### src/rtl/intadd_result_collector.sv
// intadd_result_collector
//   Collects intadd SIMD adder results into a DEPTH-entry FIFO and serialises
//   each entry onto a valid/ready writeback port:
//     - 32-bit mode  : one beat (dst0)
//     - 4+8-bit mode : two beats (dst0, then dst1)
//   Also keeps sticky per-lane status bits and a sticky drop error.
//   Optional build macro INTADD_COLL_PERF_EN adds saturating performance
//   counters (results accepted, results dropped, writeback handshakes).
module intadd_result_collector #(
  parameter int DEPTH  = 4,
  parameter int DATA_W = 128,
  localparam int PW    = $clog2(DEPTH),
  localparam int CW    = PW + 1
) (
  input  logic              clk,
  input  logic              rst,
  input  logic              res_valid,
  input  logic              res_mode,
  input  logic [DATA_W-1:0] res_dst0,
  input  logic [DATA_W-1:0] res_dst1,
  input  logic [DATA_W-1:0] res_st,
  output logic              wb_valid,
  input  logic              wb_ready,
  output logic [DATA_W-1:0] wb_data,
  output logic [DATA_W-1:0] wb_st,
  output logic              wb_beat,
  output logic              wb_last,
  output logic [CW-1:0]     fifo_cnt,
  output logic              fifo_full,
  output logic [11:0]       sticky_st,
  input  logic              sticky_clr,
  output logic              drop_err
`ifdef INTADD_COLL_PERF_EN
  ,
  output logic [31:0]       perf_res_cnt,
  output logic [15:0]       perf_drop_cnt,
  output logic [31:0]       perf_beat_cnt
`endif
);

  typedef enum logic [1:0] {IDLE, BEAT0, BEAT1} state_t;

  state_t            state;
  logic [PW-1:0]     wr_ptr;
  logic [PW-1:0]     rd_ptr;
  logic [DATA_W-1:0] out_dst1;

  logic              mem_mode [DEPTH];
  logic [DATA_W-1:0] mem_dst0 [DEPTH];
  logic [DATA_W-1:0] mem_dst1 [DEPTH];
  logic [DATA_W-1:0] mem_st   [DEPTH];

  logic        hs;
  logic        pop;
  logic        push;
  logic        drop;
  logic [11:0] st_bits;

  // A pop refills the output registers: from IDLE, or on the final beat of the
  // current entry so back-to-back entries stream without a bubble. A push into
  // a full FIFO is still accepted when a pop frees a slot at the same edge.
  assign hs        = wb_valid & wb_ready;
  assign pop       = (fifo_cnt != '0) & ((state == IDLE) | (hs & wb_last));
  assign push      = res_valid & (~fifo_full | pop);
  assign drop      = res_valid & ~push;
  assign fifo_full = (fifo_cnt == CW'(DEPTH));

  // Extract the three status bits of each 32-bit lane; only 32-bit mode
  // results contribute to the sticky status.
  always_comb begin
    st_bits = '0;
    if (res_valid && res_mode) begin
      for (int k = 0; k < 4; k++) begin
        st_bits[3*k +: 3] = res_st[32*k +: 3];
      end
    end
  end

  // FIFO storage write port.
  // NOTE: the storage array is deliberately not reset; pointers and fifo_cnt
  // define which entries are valid, so clearing the data would only add logic.
  always_ff @(posedge clk) begin
    if (push) begin
      mem_mode[wr_ptr] <= res_mode;
      mem_dst0[wr_ptr] <= res_dst0;
      mem_dst1[wr_ptr] <= res_dst1;
      mem_st[wr_ptr]   <= res_st;
    end
  end

  // FIFO pointers/occupancy and the writeback FSM with registered outputs.
  always_ff @(posedge clk) begin
    if (rst) begin
      state    <= IDLE;
      wr_ptr   <= '0;
      rd_ptr   <= '0;
      fifo_cnt <= '0;
      wb_valid <= 1'b0;
      wb_data  <= '0;
      wb_st    <= '0;
      wb_beat  <= 1'b0;
      wb_last  <= 1'b0;
      out_dst1 <= '0;
    end else begin
      if (push) wr_ptr <= wr_ptr + 1'b1;
      if (pop)  rd_ptr <= rd_ptr + 1'b1;
      fifo_cnt <= fifo_cnt + CW'(push) - CW'(pop);

      if (pop) begin
        state    <= BEAT0;
        wb_valid <= 1'b1;
        wb_data  <= mem_dst0[rd_ptr];
        wb_st    <= mem_st[rd_ptr];
        wb_beat  <= 1'b0;
        wb_last  <= mem_mode[rd_ptr];
        out_dst1 <= mem_dst1[rd_ptr];
      end else begin
        case (state)
          BEAT0: begin
            if (hs) begin
              if (!wb_last) begin
                state   <= BEAT1;
                wb_data <= out_dst1;
                wb_beat <= 1'b1;
                wb_last <= 1'b1;
              end else begin
                state    <= IDLE;
                wb_valid <= 1'b0;
              end
            end
          end
          BEAT1: begin
            if (hs) begin
              state    <= IDLE;
              wb_valid <= 1'b0;
            end
          end
          default: state <= IDLE;
        endcase
      end
    end
  end

  // Sticky lane status and drop error; a clear at the same edge as an
  // update keeps only that edge's new contribution.
  always_ff @(posedge clk) begin
    if (rst) begin
      sticky_st <= '0;
      drop_err  <= 1'b0;
    end else if (sticky_clr) begin
      sticky_st <= st_bits;
      drop_err  <= drop;
    end else begin
      sticky_st <= sticky_st | st_bits;
      drop_err  <= drop_err | drop;
    end
  end

`ifdef INTADD_COLL_PERF_EN
  // Saturating performance counters, cleared together with the sticky status.
  always_ff @(posedge clk) begin
    if (rst || sticky_clr) begin
      perf_res_cnt  <= '0;
      perf_drop_cnt <= '0;
      perf_beat_cnt <= '0;
    end else begin
      if (push && perf_res_cnt  != '1) perf_res_cnt  <= perf_res_cnt  + 1'b1;
      if (drop && perf_drop_cnt != '1) perf_drop_cnt <= perf_drop_cnt + 1'b1;
      if (hs   && perf_beat_cnt != '1) perf_beat_cnt <= perf_beat_cnt + 1'b1;
    end
  end
`endif

endmodule

### config.mk
export PLATFORM = sky130hd
export DESIGN_NAME = intadd_result_collector
export DESIGN_NICKNAME = d
export VERILOG_FILES = /design/src/rtl/intadd_result_collector.sv
export SDC_FILE = /design/constraint.sdc
export NUM_CORES = 2
export LEC_CHECK = 0
export CAP_MARGIN = 20
export CELL_PAD_IN_SITES_DETAIL_PLACEMENT = 2
export CELL_PAD_IN_SITES_GLOBAL_PLACEMENT = 2
export CORE_AREA = 2 2 537 539
export CTS_BUF_LIST = sky130_fd_sc_hd__clkbuf_2 sky130_fd_sc_hd__clkbuf_4 sky130_fd_sc_hd__clkbuf_8
export CTS_CLUSTER_SIZE = 25
export DETAILED_ROUTE_END_ITERATION = 12
export DIE_AREA = 0 0 539 541
export PLACE_DENSITY = 0.62
export SLEW_MARGIN = 20
export SYNTH_ARGS = -nofsm -noshare
export SYNTH_HDL_FRONTEND = slang
export SYNTH_SLANG_ARGS = --single-unit
### constraint.sdc
create_clock -name clk -period 18.2 [get_ports clk]
set_input_delay 1.82 -clock clk [delete_from_list [all_inputs] [get_ports clk]]
set_output_delay 1.82 -clock clk [all_outputs]
set_load 0.005 [all_outputs]
==> impl_summary.md <==
STA
The post-layout minimum cycle time is 5.549 ns. The final count of hold timing violations is 0. Setup repair after global routing left no endpoint under its margin. The share of the clock period used by the worst path is 30.49%. The worst-case clock skew is 0.08511 ns. The number of max-slew violations in the final report is 0. Measured against its own limit, the worst slew margin works out to 25.12%. Setup violations remaining at the end of the flow were counted as 0.

Setup total negative slack on the finished layout was measured at 0 ns. For the pin with the worst max-slew slack, the measured transition is 1.123 ns. The maximum clock rate is 0.1802 GHz.

Yosys
In this run, synthesis inferred 1540 flip-flops with an integrated enable. The number of nets handed over by synthesis was 4358. The cell count after synthesis is 3962. The post-synthesis sequential area ratio is 76.52%. The post-synthesis instance area is 71180 um^2. After synthesis, the netlist uses 36 different library cells.

The synthesized design contains 1951 register bits. The number of synthesis warnings is 0. The post-synthesis average cell area is 17.97 um^2.

In the synthesized netlist the async set-or-reset flop fraction comes to 0%. In the synthesized netlist the dominant register cell turns out to be sky130_fd_sc_hd__edfxtp_1.

Routing
The average wire per cell in the routed design is 23.75 um. The routed via count is 39210. The post-detailed-routing wire length is 211.1 mm. In the routed design, unresolved DRC markers number 0. The number of vias per cell after detailed routing is 4.412. The first detailed-routing pass ran for 5 iterations. In this run the remaining antenna-violating nets after routing total 0.

After the first detailed-routing iteration, the DRC count stood at 1990.

Worst setup path
The cell at the slowest stage of the critical path is sky130_fd_sc_hd__buf_4. At the worst endpoint, the required time is 18.78 ns. The critical path crosses 7 cells after its start point. The data arrival time of the critical path is 6.13 ns. In this run the critical register-to-register path is launched from fifo_cnt[1]. The worst path buffer plus inverter count is 4. The worst setup path endpoint is mem_dst1[1][83]. Traced cell by cell, the critical path runs through clkdlybuf4s50_1, and3_4, o31a_2, and2_4, buf_4, buf_4, buf_4. In this design, the critical path's most frequently occurring cell is sky130_fd_sc_hd__buf_4. In this run the worst path has a maximum fanout of 60. The register-to-register setup slack is 13.44 ns.

Counting cells, the worst reg-to-reg path comes to 6. The worst setup path is launched from an input pin. The critical path is of the in -> reg type. Grouping stages by cell kind, the critical path spends the most delay in buffers and inverters. Tracing the worst setup path back leads to its startpoint at wb_ready. The capturing point of the worst reg2reg path is mem_dst1[1][83]. The kind of end point of the critical path is a flip-flop. In this design, the stage delay of the slowest critical-path cell is 0.86 ns.

Die
666 I/O pins were placed. The die width is 539 um. The row count is 197.

The die covers 291600 um^2. The height of the die is 541 um. Once the floorplan was initialized, standard cells occupied 24.85% of the core.

The core region is 286400 um^2.

Layout
Cells with a size suffix above 1 make up 22.58% of the layout. The most common library cell in the layout ignoring fill and taps is sky130_fd_sc_hd__edfxtp_1. Leaving out fill and tap cells, the most frequent cells in the layout are sky130_fd_sc_hd__edfxtp_1, sky130_fd_sc_hd__clkdlybuf4s50_1, sky130_fd_sc_hd__nand2_1.

The total number of nets in the final design is 5187. The utilization after layout is 31.16%. Once layout is complete, the cells apart from fillers number 8888. The post-route cell area is 89260 um^2. From synthesis to final layout, the design area changed by 25.39%.

Global routing
In the global route stage, met2 resource usage came out at 23.72%. The most heavily used metal layer in global routing is met2. The number of global-route vias before repair is 43270. The initial antenna violation count is 100. Entering global routing, the biggest net connects 151 pins.

The first global-routing pass estimated 304.6 mm of wire. For met3 alone, demand over resource in global routing was 4.369%. The met1 routing resource usage after global routing is 16.90%.

The total congestion overflow after global routing is 0. The global-route usage over all layers is 14.14%.

Worst hold path
The worst min-delay path class is reg -> reg.

CTS
TritonCTS built the clock tree. The root buffer cell is sky130_fd_sc_hd__clkbuf_8. The number of cells upsized or downsized after cts is 0.

The clock tree synthesis step divided the H-tree into 5 levels. The number of buffers added to fix hold violations after cts is 0. The later pin in the worst-skew pair is clocked with a latency of 1.00 ns. The number of post-CTS setup repair buffers is 0. After clock tree synthesis, the clock-pin slew on the worst setup and hold paths is 0.06 ns.

For this design, the sink count on the clock tree is 1951. The longest clock path from root to sink contains 4 buffers. The number of clock buffers added by TritonCTS is 345.

Pwr
In this run the power density over the cells is 149.6 nW/um^2. The leakage power summed over all cells is 0.02833 uW. The worst-case IR drop observed on VDD is 118.6 uV.

Placement
Once placement finished, the instance area stood at 81930 um^2. Once placement completed, the tool counted placed cells totaling 8225. The number of input and output port buffers inserted is 665. Routability-driven placement finished with a final weighted congestion of 0.7279.

The half-perimeter wire length after detailed placement is 128.7 mm.

Outcome
The run finished with clean final reports.

Run
The tool flagged a number of max-cap violations equal to 0.
routing by layer:
metal	part of all wire, %	wire length, um
met2	49	103900
met3	6.6	13850
met5	0.32	667
met4	3.3	6991
met1	41	85650
cell families after synthesis:
| logic type | share of synthesized area [%] |
|---|---|
| xor gates and xnor gates | 0.04923 |
| adders and majority gates | 0.1160 |
| and+or+nand+nor | 4.458 |
| AOI/OAI and AO/OA | 4.855 |
| muxes | 12.20 |
| buffers and inverters | 1.803 |
| DFF | 76.52 |
layout make-up:
cell class / instances / area, um^2
fillers: 29120 / 197200
flip-flops and latches: 1951 / 54490
multi-input cells: 1757 / 15450
repair buffers: 730 / 7244
clock buffers: 537 / 6452
well taps: 3781 / 4731
clock inverters: 104 / 817.0
diodes: 22 / 55.05
inverters: 6 / 22.52
worst min-delay path by stage:
stage	endpoint	from	cells after the start	slack (ns)
6_report	wb_data[79]	out_dst1[79]	2	0.44
3_5_place_dp	out_dst1[21]	out_dst1[21]	2	0.45
2_1_floorplan	out_dst1[0]	out_dst1[0]	2	0.44
3_3_place_gp	wb_st[17]	wb_st[17]	2	0.44
5_1_grt	wb_data[79]	out_dst1[79]	2	0.46
4_1_cts	wb_data[19]	out_dst1[19]	2	0.44
stage by stage:
step	hold WS (ns)	worst slack, ns	power (uW)
after CTS	0.4422	12.67	13650
after global placement	0.4416	11.57	9221
after global routing	0.4584	12.45	14080
final	0.4408	12.65	13350
after detailed placement	0.4489	11.52	9313
after floorplan	0.4366	10.79	7847
flip-flops by register name, summed over array words and instances, names as in the netlist, named ones only:
name       count
mem_dst0     512
mem_dst1     512
mem_st       512
out_dst1     128
wb_data      128
wb_st        128
sticky_st     12
mem_mode       4
fifo_cnt       3
rd_ptr         2
state          2
wr_ptr         2
drop_err       1
wb_beat        1
wb_last        1
wb_valid       1
Yosys cell counts (2+ instances only):
cell                       instances  area share [%]
sky130_fd_sc_hd__clkbuf_1         93            0.49
sky130_fd_sc_hd__nor2_1          152            0.80
sky130_fd_sc_hd__buf_4            42            0.44
sky130_fd_sc_hd__inv_1             6           0.032
sky130_fd_sc_hd__a211oi_1         48            0.51
sky130_fd_sc_hd__o21ai_0           2           0.014
sky130_fd_sc_hd__nor2b_1          16            0.14
sky130_fd_sc_hd__mux4_2          385              12
sky130_fd_sc_hd__buf_6             5           0.079
sky130_fd_sc_hd__a211oi_2         80             1.4
sky130_fd_sc_hd__buf_1             8           0.042
sky130_fd_sc_hd__nand2b_1          2           0.018
sky130_fd_sc_hd__ha_1              5           0.088
sky130_fd_sc_hd__edfxtp_1       1540              65
sky130_fd_sc_hd__xnor2_1           3           0.037
sky130_fd_sc_hd__nand2_1         643             3.4
sky130_fd_sc_hd__buf_2            99            0.70
sky130_fd_sc_hd__and2_2            4           0.042
sky130_fd_sc_hd__a21oi_1         402             2.8
sky130_fd_sc_hd__dfxtp_1         411              12
report_power, final:
group / leakage, uW / internal, uW / switching [uW] / total, uW
clock network: 0.00388 / 2360 / 1880 / 4250
logic: 0.00693 / 1430 / 1840 / 3270
registers: 0.0175 / 5500 / 342 / 5840
total: 0.0283 / 9290 / 4060 / 13400
worst reg2reg max path, cell delays in order, from the launching register on:
cell and delay, ns:
sky130_fd_sc_hd__dfxtp_1 0.55, sky130_fd_sc_hd__or3b_1 0.23, sky130_fd_sc_hd__o31a_2 0.28, sky130_fd_sc_hd__and2_4 0.56
sky130_fd_sc_hd__buf_4 0.85, sky130_fd_sc_hd__buf_4 0.85, sky130_fd_sc_hd__buf_4 0.95
Note: power is estimated with default switching activity, not from simulation.
